## config.mk

```make
export PLATFORM = sky130hd
export DESIGN_NAME = l2_cache_arb_stage_mq_flat
export DESIGN_NICKNAME = d
export VERILOG_FILES = /design/src/rtl/l2_cache_arb_stage_mq_if.sv /design/src/rtl/l2_cache_arb_stage_mq.sv /design/src/flat_wrapper.sv
export SDC_FILE = /design/constraint.sdc
export NUM_CORES = 1
export LEC_CHECK = 0
export ABC_AREA = 1
export CORE_AREA = 8 8 490 492
export DETAILED_ROUTE_END_ITERATION = 8
export DIE_AREA = 0 0 498 500
export PLACE_DENSITY = 0.36
export SYNTH_ARGS = -nofsm -noshare
export SYNTH_HDL_FRONTEND = slang
export SYNTH_SLANG_ARGS = --single-unit
```

## constraint.sdc

```tcl
create_clock -name clk -period 3.8 [get_ports clk]
set_input_delay 0.76 -clock clk [delete_from_list [all_inputs] [get_ports clk]]
set_output_delay 0.76 -clock clk [all_outputs]
set_load 0.005 [all_outputs]
```

## src/rtl/l2_cache_arb_stage_mq_if.sv

```systemverilog
// Request-side bundle of the L2 arbiter stage: core queues in, bus-interface restarts in,
// issued request out toward the tag stage.
interface l2_cache_arb_stage_mq_if #(
    parameter int NUM_REQUESTERS = 4,
    parameter int REQ_W          = 40,
    parameter int LINE_W         = 512
);
    logic [NUM_REQUESTERS-1:0] l2i_request_valid;
    logic [REQ_W-1:0]          l2i_request [NUM_REQUESTERS];
    logic [NUM_REQUESTERS-1:0] l2_ready;

    logic                      l2bi_request_valid;
    logic [REQ_W-1:0]          l2bi_request;
    logic [LINE_W-1:0]         l2bi_data_from_memory;
    logic                      l2bi_stall;
    logic                      l2bi_collided_miss;

    logic                      l2a_request_valid;
    logic [REQ_W-1:0]          l2a_request;
    logic [LINE_W-1:0]         l2a_data_from_memory;
    logic                      l2a_is_l2_fill;
    logic                      l2a_is_restarted_flush;
    logic                      perf_restart_preempt;

    modport master (
        output l2i_request_valid, l2i_request,
        input  l2_ready,
        output l2bi_request_valid, l2bi_request, l2bi_data_from_memory,
        output l2bi_stall, l2bi_collided_miss,
        input  l2a_request_valid, l2a_request, l2a_data_from_memory,
        input  l2a_is_l2_fill, l2a_is_restarted_flush, perf_restart_preempt
    );

    modport slave (
        input  l2i_request_valid, l2i_request,
        output l2_ready,
        input  l2bi_request_valid, l2bi_request, l2bi_data_from_memory,
        input  l2bi_stall, l2bi_collided_miss,
        output l2a_request_valid, l2a_request, l2a_data_from_memory,
        output l2a_is_l2_fill, l2a_is_restarted_flush, perf_restart_preempt
    );
endinterface

```

## src/rtl/l2_cache_arb_stage_mq.sv

```systemverilog
// L2 arbiter stage: per-core request FIFOs, round-robin grant over queue heads,
// restarted requests from the bus interface always take the issue slot.
module l2_cache_arb_stage_mq #(
    parameter int NUM_REQUESTERS = 4,
    parameter int FIFO_DEPTH     = 4,
    parameter int REQ_W          = 40,
    parameter int LINE_W         = 512
) (
    input  logic                 clk,
    input  logic                 reset,
    l2_cache_arb_stage_mq_if.slave bus
);
    localparam int PTR_W = $clog2(FIFO_DEPTH);
    localparam int CNT_W = $clog2(FIFO_DEPTH + 1);
    localparam int IDX_W = (NUM_REQUESTERS > 1) ? $clog2(NUM_REQUESTERS) : 1;

    // Request type lives in the top three bits of a packet.
    localparam logic [2:0] L2REQ_FLUSH       = 3'd2;
    localparam logic [2:0] L2REQ_IINVALIDATE = 3'd3;
    localparam logic [2:0] L2REQ_DINVALIDATE = 3'd4;

    logic [REQ_W-1:0]          r_fifo   [NUM_REQUESTERS][FIFO_DEPTH];
    logic [PTR_W-1:0]          r_wr_ptr [NUM_REQUESTERS];
    logic [PTR_W-1:0]          r_rd_ptr [NUM_REQUESTERS];
    logic [CNT_W-1:0]          r_count  [NUM_REQUESTERS];
    logic [IDX_W-1:0]          r_rr_ptr;

    logic                      r_l2a_valid;
    logic [REQ_W-1:0]          r_l2a_request;
    logic [LINE_W-1:0]         r_l2a_data;
    logic                      r_l2a_fill;
    logic                      r_l2a_flush;
    logic                      r_perf_preempt;

    logic [NUM_REQUESTERS-1:0] w_ready;
    logic [NUM_REQUESTERS-1:0] w_nonempty;
    logic [NUM_REQUESTERS-1:0] w_push;
    logic [NUM_REQUESTERS-1:0] w_pop;
    logic                      w_grant_valid;
    logic [IDX_W-1:0]          w_grant_idx;
    logic                      w_issue_core;
    logic [REQ_W-1:0]          w_head;
    logic [2:0]                w_restart_type;

    // Ready is a function of queue occupancy only, so a core may gate valid on it.
    always_comb begin
        for (int i = 0; i < NUM_REQUESTERS; i++) begin
            w_nonempty[i] = (r_count[i] != '0);
            w_ready[i]    = (r_count[i] != CNT_W'(FIFO_DEPTH));
            w_push[i]     = bus.l2i_request_valid[i] && w_ready[i];
        end
    end

    assign bus.l2_ready = w_ready;

    always_comb begin
        w_grant_valid = 1'b0;
        w_grant_idx   = '0;
        // Walk from farthest to nearest so the first non-empty queue after the pointer wins.
        for (int k = NUM_REQUESTERS; k >= 1; k--) begin
            if (w_nonempty[(int'(r_rr_ptr) + k) % NUM_REQUESTERS]) begin
                w_grant_valid = 1'b1;
                w_grant_idx   = IDX_W'((int'(r_rr_ptr) + k) % NUM_REQUESTERS);
            end
        end
    end

    assign w_restart_type = bus.l2bi_request[REQ_W-1 -: 3];
    assign w_issue_core   = !bus.l2bi_request_valid && !bus.l2bi_stall && w_grant_valid;
    assign w_head         = r_fifo[w_grant_idx][r_rd_ptr[w_grant_idx]];

    always_comb begin
        for (int i = 0; i < NUM_REQUESTERS; i++) begin
            w_pop[i] = w_issue_core && (w_grant_idx == IDX_W'(i));
        end
    end

    always_ff @(posedge clk or posedge reset) begin
        if (reset) begin
            for (int i = 0; i < NUM_REQUESTERS; i++) begin
                r_wr_ptr[i] <= '0;
                r_rd_ptr[i] <= '0;
                r_count[i]  <= '0;
            end
            r_rr_ptr <= IDX_W'(NUM_REQUESTERS - 1);
        end else begin
            for (int i = 0; i < NUM_REQUESTERS; i++) begin
                if (w_push[i]) r_wr_ptr[i] <= r_wr_ptr[i] + 1'b1;
                if (w_pop[i])  r_rd_ptr[i] <= r_rd_ptr[i] + 1'b1;
                case ({w_push[i], w_pop[i]})
                    2'b10:   r_count[i] <= r_count[i] + 1'b1;
                    2'b01:   r_count[i] <= r_count[i] - 1'b1;
                    default: r_count[i] <= r_count[i];
                endcase
            end
            if (w_issue_core) r_rr_ptr <= w_grant_idx;
        end
    end

    always_ff @(posedge clk) begin
        for (int i = 0; i < NUM_REQUESTERS; i++) begin
            if (w_push[i]) r_fifo[i][r_wr_ptr[i]] <= bus.l2i_request[i];
        end
    end

    always_ff @(posedge clk or posedge reset) begin
        if (reset) begin
            r_l2a_valid    <= 1'b0;
            r_l2a_fill     <= 1'b0;
            r_l2a_flush    <= 1'b0;
            r_perf_preempt <= 1'b0;
        end else begin
            r_l2a_valid    <= bus.l2bi_request_valid || w_issue_core;
            r_l2a_fill     <= bus.l2bi_request_valid && !bus.l2bi_collided_miss
                              && (w_restart_type != L2REQ_FLUSH);
            r_l2a_flush    <= bus.l2bi_request_valid && (w_restart_type == L2REQ_FLUSH);
            r_perf_preempt <= bus.l2bi_request_valid && (|w_nonempty);
        end
    end

    // Issued packet and fill data carry no reset; l2a_request holds when nothing issues.
    always_ff @(posedge clk) begin
        if (bus.l2bi_request_valid)
            r_l2a_request <= bus.l2bi_request;
        else if (w_issue_core)
            r_l2a_request <= w_head;
        r_l2a_data <= bus.l2bi_data_from_memory;
    end

    assign bus.l2a_request_valid      = r_l2a_valid;
    assign bus.l2a_request            = r_l2a_request;
    assign bus.l2a_data_from_memory   = r_l2a_data;
    assign bus.l2a_is_l2_fill         = r_l2a_fill;
    assign bus.l2a_is_restarted_flush = r_l2a_flush;
    assign bus.perf_restart_preempt   = r_perf_preempt;

    generate
        for (genvar g = 0; g < NUM_REQUESTERS; g++) begin : g_q_chk
            a_no_overflow: assert property (@(posedge clk) disable iff (reset)
                !(w_push[g] && (r_count[g] == CNT_W'(FIFO_DEPTH))));
        end
    endgenerate

    a_restart_type: assert property (@(posedge clk) disable iff (reset)
        bus.l2bi_request_valid |-> ((w_restart_type != L2REQ_IINVALIDATE)
                                    && (w_restart_type != L2REQ_DINVALIDATE)));
endmodule

```

## src/flat_wrapper.sv

```systemverilog
// flat-port wrapper written by rule: the top's interface ports become plain ports
module l2_cache_arb_stage_mq_flat 
#(
    parameter int NUM_REQUESTERS = 4,
    parameter int FIFO_DEPTH     = 4,
    parameter int REQ_W          = 40,
    parameter int LINE_W         = 512
)
  (clk, reset, bus_l2i_request_valid, bus_l2i_request, bus_l2_ready, bus_l2bi_request_valid, bus_l2bi_request, bus_l2bi_data_from_memory, bus_l2bi_stall, bus_l2bi_collided_miss, bus_l2a_request_valid, bus_l2a_request, bus_l2a_data_from_memory, bus_l2a_is_l2_fill, bus_l2a_is_restarted_flush, bus_perf_restart_preempt);
  l2_cache_arb_stage_mq_if #(.NUM_REQUESTERS(NUM_REQUESTERS), .REQ_W(REQ_W), .LINE_W(LINE_W)) bus_i ();
  input  logic clk;
  input  logic reset;
  input wire logic [$bits(bus_i.l2i_request_valid)-1:0] bus_l2i_request_valid;
  input wire logic [$bits(bus_i.l2i_request)-1:0] bus_l2i_request;
  output wire logic [$bits(bus_i.l2_ready)-1:0] bus_l2_ready;
  input wire logic [$bits(bus_i.l2bi_request_valid)-1:0] bus_l2bi_request_valid;
  input wire logic [$bits(bus_i.l2bi_request)-1:0] bus_l2bi_request;
  input wire logic [$bits(bus_i.l2bi_data_from_memory)-1:0] bus_l2bi_data_from_memory;
  input wire logic [$bits(bus_i.l2bi_stall)-1:0] bus_l2bi_stall;
  input wire logic [$bits(bus_i.l2bi_collided_miss)-1:0] bus_l2bi_collided_miss;
  output wire logic [$bits(bus_i.l2a_request_valid)-1:0] bus_l2a_request_valid;
  output wire logic [$bits(bus_i.l2a_request)-1:0] bus_l2a_request;
  output wire logic [$bits(bus_i.l2a_data_from_memory)-1:0] bus_l2a_data_from_memory;
  output wire logic [$bits(bus_i.l2a_is_l2_fill)-1:0] bus_l2a_is_l2_fill;
  output wire logic [$bits(bus_i.l2a_is_restarted_flush)-1:0] bus_l2a_is_restarted_flush;
  output wire logic [$bits(bus_i.perf_restart_preempt)-1:0] bus_perf_restart_preempt;
  assign bus_i.l2i_request_valid = bus_l2i_request_valid;
  assign bus_i.l2i_request = {>>{bus_l2i_request}};
  assign bus_l2_ready = bus_i.l2_ready;
  assign bus_i.l2bi_request_valid = bus_l2bi_request_valid;
  assign bus_i.l2bi_request = bus_l2bi_request;
  assign bus_i.l2bi_data_from_memory = bus_l2bi_data_from_memory;
  assign bus_i.l2bi_stall = bus_l2bi_stall;
  assign bus_i.l2bi_collided_miss = bus_l2bi_collided_miss;
  assign bus_l2a_request_valid = bus_i.l2a_request_valid;
  assign bus_l2a_request = bus_i.l2a_request;
  assign bus_l2a_data_from_memory = bus_i.l2a_data_from_memory;
  assign bus_l2a_is_l2_fill = bus_i.l2a_is_l2_fill;
  assign bus_l2a_is_restarted_flush = bus_i.l2a_is_restarted_flush;
  assign bus_perf_restart_preempt = bus_i.perf_restart_preempt;
  l2_cache_arb_stage_mq #(.NUM_REQUESTERS(NUM_REQUESTERS), .FIFO_DEPTH(FIFO_DEPTH), .REQ_W(REQ_W), .LINE_W(LINE_W)) u_core (.clk(clk), .reset(reset), .bus(bus_i));
endmodule
```

# Yosys cells after proc, flatten, opt, wreduce, memory -nomap -nowiden
# Memories as Yosys holds them, arrays and structs flattened.
# Cells that the tools add are included.
[word_totals]
regBits = 586
ram_bits = 640
in_bits = 721
output_inout_bits = 560
elab_cells = 166
mem_count = 1
[mem_list]
columns = ["memory", "words", "width", "rd", "rd_clocked_by_memory_dff", "wr", "line_no", "text"]
rows = [
  ["u_core.r_fifo", 4, 160, 1, 0, 4, "l2_cache_arb_stage_mq.sv:22", "logic [REQ_W-1:0] r_fifo [NUM_REQUESTERS][FIFO_DEPTH];"],
]
[classes]
n_addsub = 20
n_lt_le_gt_ge = 14
eq_ne = 17
n_mux = 48
bitwise = 10
reduce_logical = 37
[ops]
columns = ["op", "n"]
rows = [
  ["$mux 160", 4],
  ["$demux 40 s2", 4],
  ["$mux 40", 8],
  ["$bmux 40 s2", 1],
  ["$pmux 3 s2", 4],
  ["$add 2x1->2 const B", 10],
  ["$ge 3x3->1 const B", 6],
  ["$logic_and 1x1->1", 18],
  ["$not 2->3", 6],
  ["$lt 3x4->1 const B", 4],
  ["$mux 1", 16],
  ["$add 3x1->3 const B", 4],
  ["$eq 2x2->1 const B", 6],
  ["$lt 3x1->1 const B", 4],
  ["$mux 2", 6],
  ["$ne 3x3->1 const B", 4],
  ["$reduce_bool 3->1", 4],
  ["$sub 3x1->3 const B", 4],
  ["$eq 2x1->1 const B", 5],
  ["$reduce_bool 2->1", 5],
  ["$bmux 1 s2", 4],
  ["$reduce_or 2->1", 4],
  ["$add 2x2->2 const B", 2],
  ["$and 1x1->1 const A", 4],
  ["other kinds (7)", 9],
]

# Longest topological paths before layout
[logic_depth]
word_depth = 20
mapped_depth = 20
depth_no_buf = 19

# Worst setup path before layout
# No wires, ideal clock.
[synth_path]
kind = "input port to flip-flop"
startpoint = "input bus_l2i_request_valid[0]"
endpoint = "memory u_core.r_fifo[0][0] (netlist name) (enable)"
setup_time_ps = 438
arrival_ps = 2626
t_required_ps = 3362
slack_ps = 737
stages = 2
path_buffers = 0
path_cell_list = "nand2_1 nor2_1"
[synth_lines]
columns = ["item", "line_no", "text"]
rows = [
  ["start, declared", "flat_wrapper.sv:13", "input wire logic [$bits(bus_i.l2i_request_valid)-1:0] bus_l2i_request_valid;"],
  ["end, declared", "l2_cache_arb_stage_mq.sv:22", ""],
]

# Worst setup path in the final report
[layout_path]
startpoint = "register u_core.r_count[6] (netlist name)"
endpoint = "register u_core.r_count[2] (netlist name)"
[layout_between]
elab_chain_len = 12
elab_cells_between_ends = 28
classes_between = "3 x eq/ne; 21 x mux; 4 x reduce/logical"
[layout_lines]
columns = ["item", "line_no", "text"]
rows = [
  ["start, declared", "l2_cache_arb_stage_mq.sv:25", "logic [CNT_W-1:0] r_count [NUM_REQUESTERS];"],
  ["start signal, assigned by index", "l2_cache_arb_stage_mq.sv:91", "2'b10: r_count[i] <= r_count[i] + 1'b1;"],
  ["start signal, assigned by index", "l2_cache_arb_stage_mq.sv:92", "2'b01: r_count[i] <= r_count[i] - 1'b1;"],
  ["start signal, assigned by index", "l2_cache_arb_stage_mq.sv:93", "default: r_count[i] <= r_count[i];"],
  ["$reduce_bool 3->1 (*)", "l2_cache_arb_stage_mq.sv:48", "w_nonempty[i] = (r_count[i] != '0);"],
  ["$bmux 1 s2", "l2_cache_arb_stage_mq.sv:61", "if (w_nonempty[(int'(r_rr_ptr) + k) % NUM_REQUESTERS]) begin"],
  ["$mux 1 (implied by the code) (2 in series)", "l2_cache_arb_stage_mq.sv:61", ""],
  ["$mux 2 / $mux 1 (equally long branches) (4 in series)", "l2_cache_arb_stage_mq.sv:61", ""],
  ["$eq 2x2->1 / $logic_and 1x1->1 (equally long branches)", "l2_cache_arb_stage_mq.sv:74, l2_cache_arb_stage_mq.sv:69", ""],
  ["$logic_and 1x1->1 (*)", "l2_cache_arb_stage_mq.sv:74", "w_pop[i] = w_issue_core && (w_grant_idx == IDX_W'(i));"],
  ["via u_core.w_pop[3]", "l2_cache_arb_stage_mq.sv:38", "logic [NUM_REQUESTERS-1:0] w_pop;"],
  ["$eq 2x1->1 / $eq 2x2->1 (equally long branches)", "l2_cache_arb_stage_mq.sv:90", "case ({w_push[i], w_pop[i]})"],
  ["$pmux 3 s2 / $reduce_bool 2->1 (equally long branches)", "--", ""],
]
# The timed path passes the listed nets; every way through them passes the cells marked *. The select of a mux whose other input is x is not followed.
# A chain may end at the register's enable or synchronous reset.

==> metrics.txt <==
detailed placer's ending HPWL about 170 mm; Worst setup EP type register; Sw Ratio about two fifths; Synth cell types 29; Yosys warning total 0; Min Clock Period, post-route approximately 3.4 ns; CTS Sinks between 1000 and 1500; vias in the first global route about 31000; Final period util 88.9%; die area approximately 250000 sq um; core footprint between 200000 and 250000 sq um; area added between synthesis and finish 55.3%; Psw 0.0224 W; Final setup viols 0; initial drt markers ~2300; PwrDens 878 nW/um^2; fin nets approximately 5200; worst r2r path cells 18; Critical Path Start Type register; synth top area cells edfxtp_1, dfxtp_1, nand3_1, nand2_1, dfrtp_1; DIE WIDTH 498 um; final max-slew violation count 0; remaining antenna violation count 0; die height approximately 500 um; critical path depth 18; io pins ~1300; post-CTS setup buffer count 0; CP most frequent cell nand2_1; first-pass GRT wire length ~290 mm; leading area contributor after synthesis edfxtp_1; fillcell total between 20000 and 25000; CP Buf/Inv Count 3; placed cell count 7380; CP arrival 4.03 ns; CTS root buffer clkbuf_16; crit-path max FO 47; CTS Buf Count 154; Clk network pwr share approximately 28%; required time of the critical path about 4.5 ns; multi-input logic area 7870 sq um; Post-CTS Hold Buffers 0; worst-case clock skew approximately 0.028 ns; Final Wtd Congestion 0.947; initial antenna violation count roughly 110; GRT overflow 0; Min-Delay Path Class input port to async pin; Reg area around 32000 sq um; Gate power share a little over 40%; Synth Flop Type edfxtp_1; Seq pwr share 31.3%; Worst R2R End u_core.r_count[2]; Yosys top cell area share around half; Mapped Nets just under 4000; slowest CP cell dfrtp_1; port buffer count around 1300; synthesized flop and latch total 1226; Mapped Cells about 3200; Max clock buf depth 3; maxcap violations 0; Clk pin slew, worst setup/hold paths 0.06 ns; FF-to-FF setup slack between 0.4 and 0.5 ns; Final Hold Vio Count 0; Syn Area/Cell 12.8 sq um; crit path kind register to register; largest net degree at the start of global routing roughly 150; routed vias approximately 30000; row count 177; 1st-pass router iterations 6; Crit path largest cell delay about 0.41 ns; P_int 0.0326 W; clk_lat worst skew around 0.8 ns; cell with the most instances after synthesis nand2_1; Rel. slew slack between 30% and 40%; worst-margin pin slew 0.940 ns; EDFF count, synth 680; crit-path cells nor2_1, nand3_1, nand2_1, nand2_1, nand2_1, nand2_2, nand2_2, nand2_8, nand2_8, buf_12, nand2_1, inv_1, ha_1, inv_1, fa_1, a21oi_1, o21ai_0, xor2_1; all-layer global routing usage 17.2%; CTS tree yes; post-synthesis sequential area ratio about four fifths; Starting Density roughly 17%; Critical path origin u_core.r_count[6]; Total Routed Length between 200 and 250 mm; f_max 296 MHz; share of cells above drive strength 1 7.97%; status finished clean; RSZ-0062 raised after global routing false; post_cts resized 0; Cell Area, Synth about 40000 sq um; final non-filler cell total around 7700; setup_tns 0 ns; H-tree levels 4; vias per inst a little under 4; # DRC 0; post-synthesis async set-or-reset flop share between 2 and 3%; WL/cell 29.0 um; CP delay by family, top simple AND/OR/NAND/NOR gates; Worst setup endpoint u_core.r_count[2]; Worst R2R Start u_core.r_count[6]; Leak 23.6 nW; Peak VDD IR just under 0.8 mV; synth cell count leaders nand2_1, nand3_1, edfxtp_1
state kept, by name, summed over array words and instances (netlist names), 2 cells and up:
name / flops
u_core.bus.l2a_request: 40
u_core.r_wr_ptr: 8
u_core.r_rr_ptr: 2
u_core.bus.l2a_data_from_memory: 512
u_core.r_fifo: 640
u_core.r_count: 12
u_core.r_rd_ptr: 8
how the worst min path moves through the flow:
stage | from | end | cells after the start
after floorplan | u_core.r_rd_ptr[1] | u_core.r_rd_ptr[1] | 1
after global placement | u_core.r_rd_ptr[5] | u_core.r_rd_ptr[5] | 1
after detailed placement | u_core.r_rd_ptr[5] | u_core.r_rd_ptr[5] | 1
after CTS | bus_l2bi_data_from_memory[231] | u_core.bus.l2a_data_from_memory[231] | 1
after global routing | bus_l2bi_data_from_memory[391] | u_core.bus.l2a_data_from_memory[391] | 1
final | reset | u_core.r_wr_ptr[5] | 3
power groups by stage:
stage | registers [W] | logic (W) | clock network (W)
finish | 0.0172 | 0.0227 | 0.0151
floorplan | 0.0172 | 0.0133 | 0
global placement | 0.0175 | 0.0233 | 0
CTS | 0.0172 | 0.0232 | 0.0156
global route | 0.0174 | 0.0253 | 0.0161
detailed placement | 0.0175 | 0.0232 | 0
cell usage in the layout (no fill, tap or decap), drive strengths merged, types with 14 or more instances in the layout:
master	instances
nand2	847
buf	81
nor2	39
nand3	735
ha	20
clkdlybuf4s50	1279
xor2	14
edfxtp	680
dfxtp	512
clkbuf	205
o21ai	15
inv	72
dfrtp	32
clkinv	47
diode	30
tightest hold or removal path: cells and delay by family:
| family | cells | cell delay (ns) |
|---|---|---|
| buf+inv | 3 | 0.86 |
kinds of logic (layout without fill, tap and decap cells):
group	count (synthesis)	after routing	share of synthesized area, %
simple gates	1625	1625	17.6
flops	1226	1226	78.2
buf+inv	232	1700	2.67
compound gates	27	27	0.354
fa+ha+maj	24	24	0.819
xor+xnor	18	18	0.391
other cells	0	30	0
metrics by stage:
step	worst slack [ns]	hold slack, ns	utilization (%)	instance area [sq um]	total power [W]
global placement	0.428	0.486	24.7	57300	0.0408
detailed placement	0.433	0.484	24.7	57300	0.0407
global route	0.159	0.329	27.0	62500	0.0587
finish	0.424	0.397	27.0	62600	0.0550
floorplan	0.737	0.463	-	40300	0.0305
CTS	0.412	0.285	27.0	62500	0.0561
metal layers:
layer  wire, um  global-route usage, %
met1      93400                   21.6
met2     105000                   28.7
met3      19700                   6.01
met4       4520                   3.46
met5        241                      0
final cells by class:
class                      count  area share (%)
sequential                  1226            50.4
multi-input combinational   1694            12.6
clock buffer                 205            7.05
inverter                      57           0.352
tap                         3043            6.08
timing repair buffer        1360            22.2
clock inverter                78            1.29
antenna                       30           0.120
Note: power is estimated with default switching activity, not from simulation.
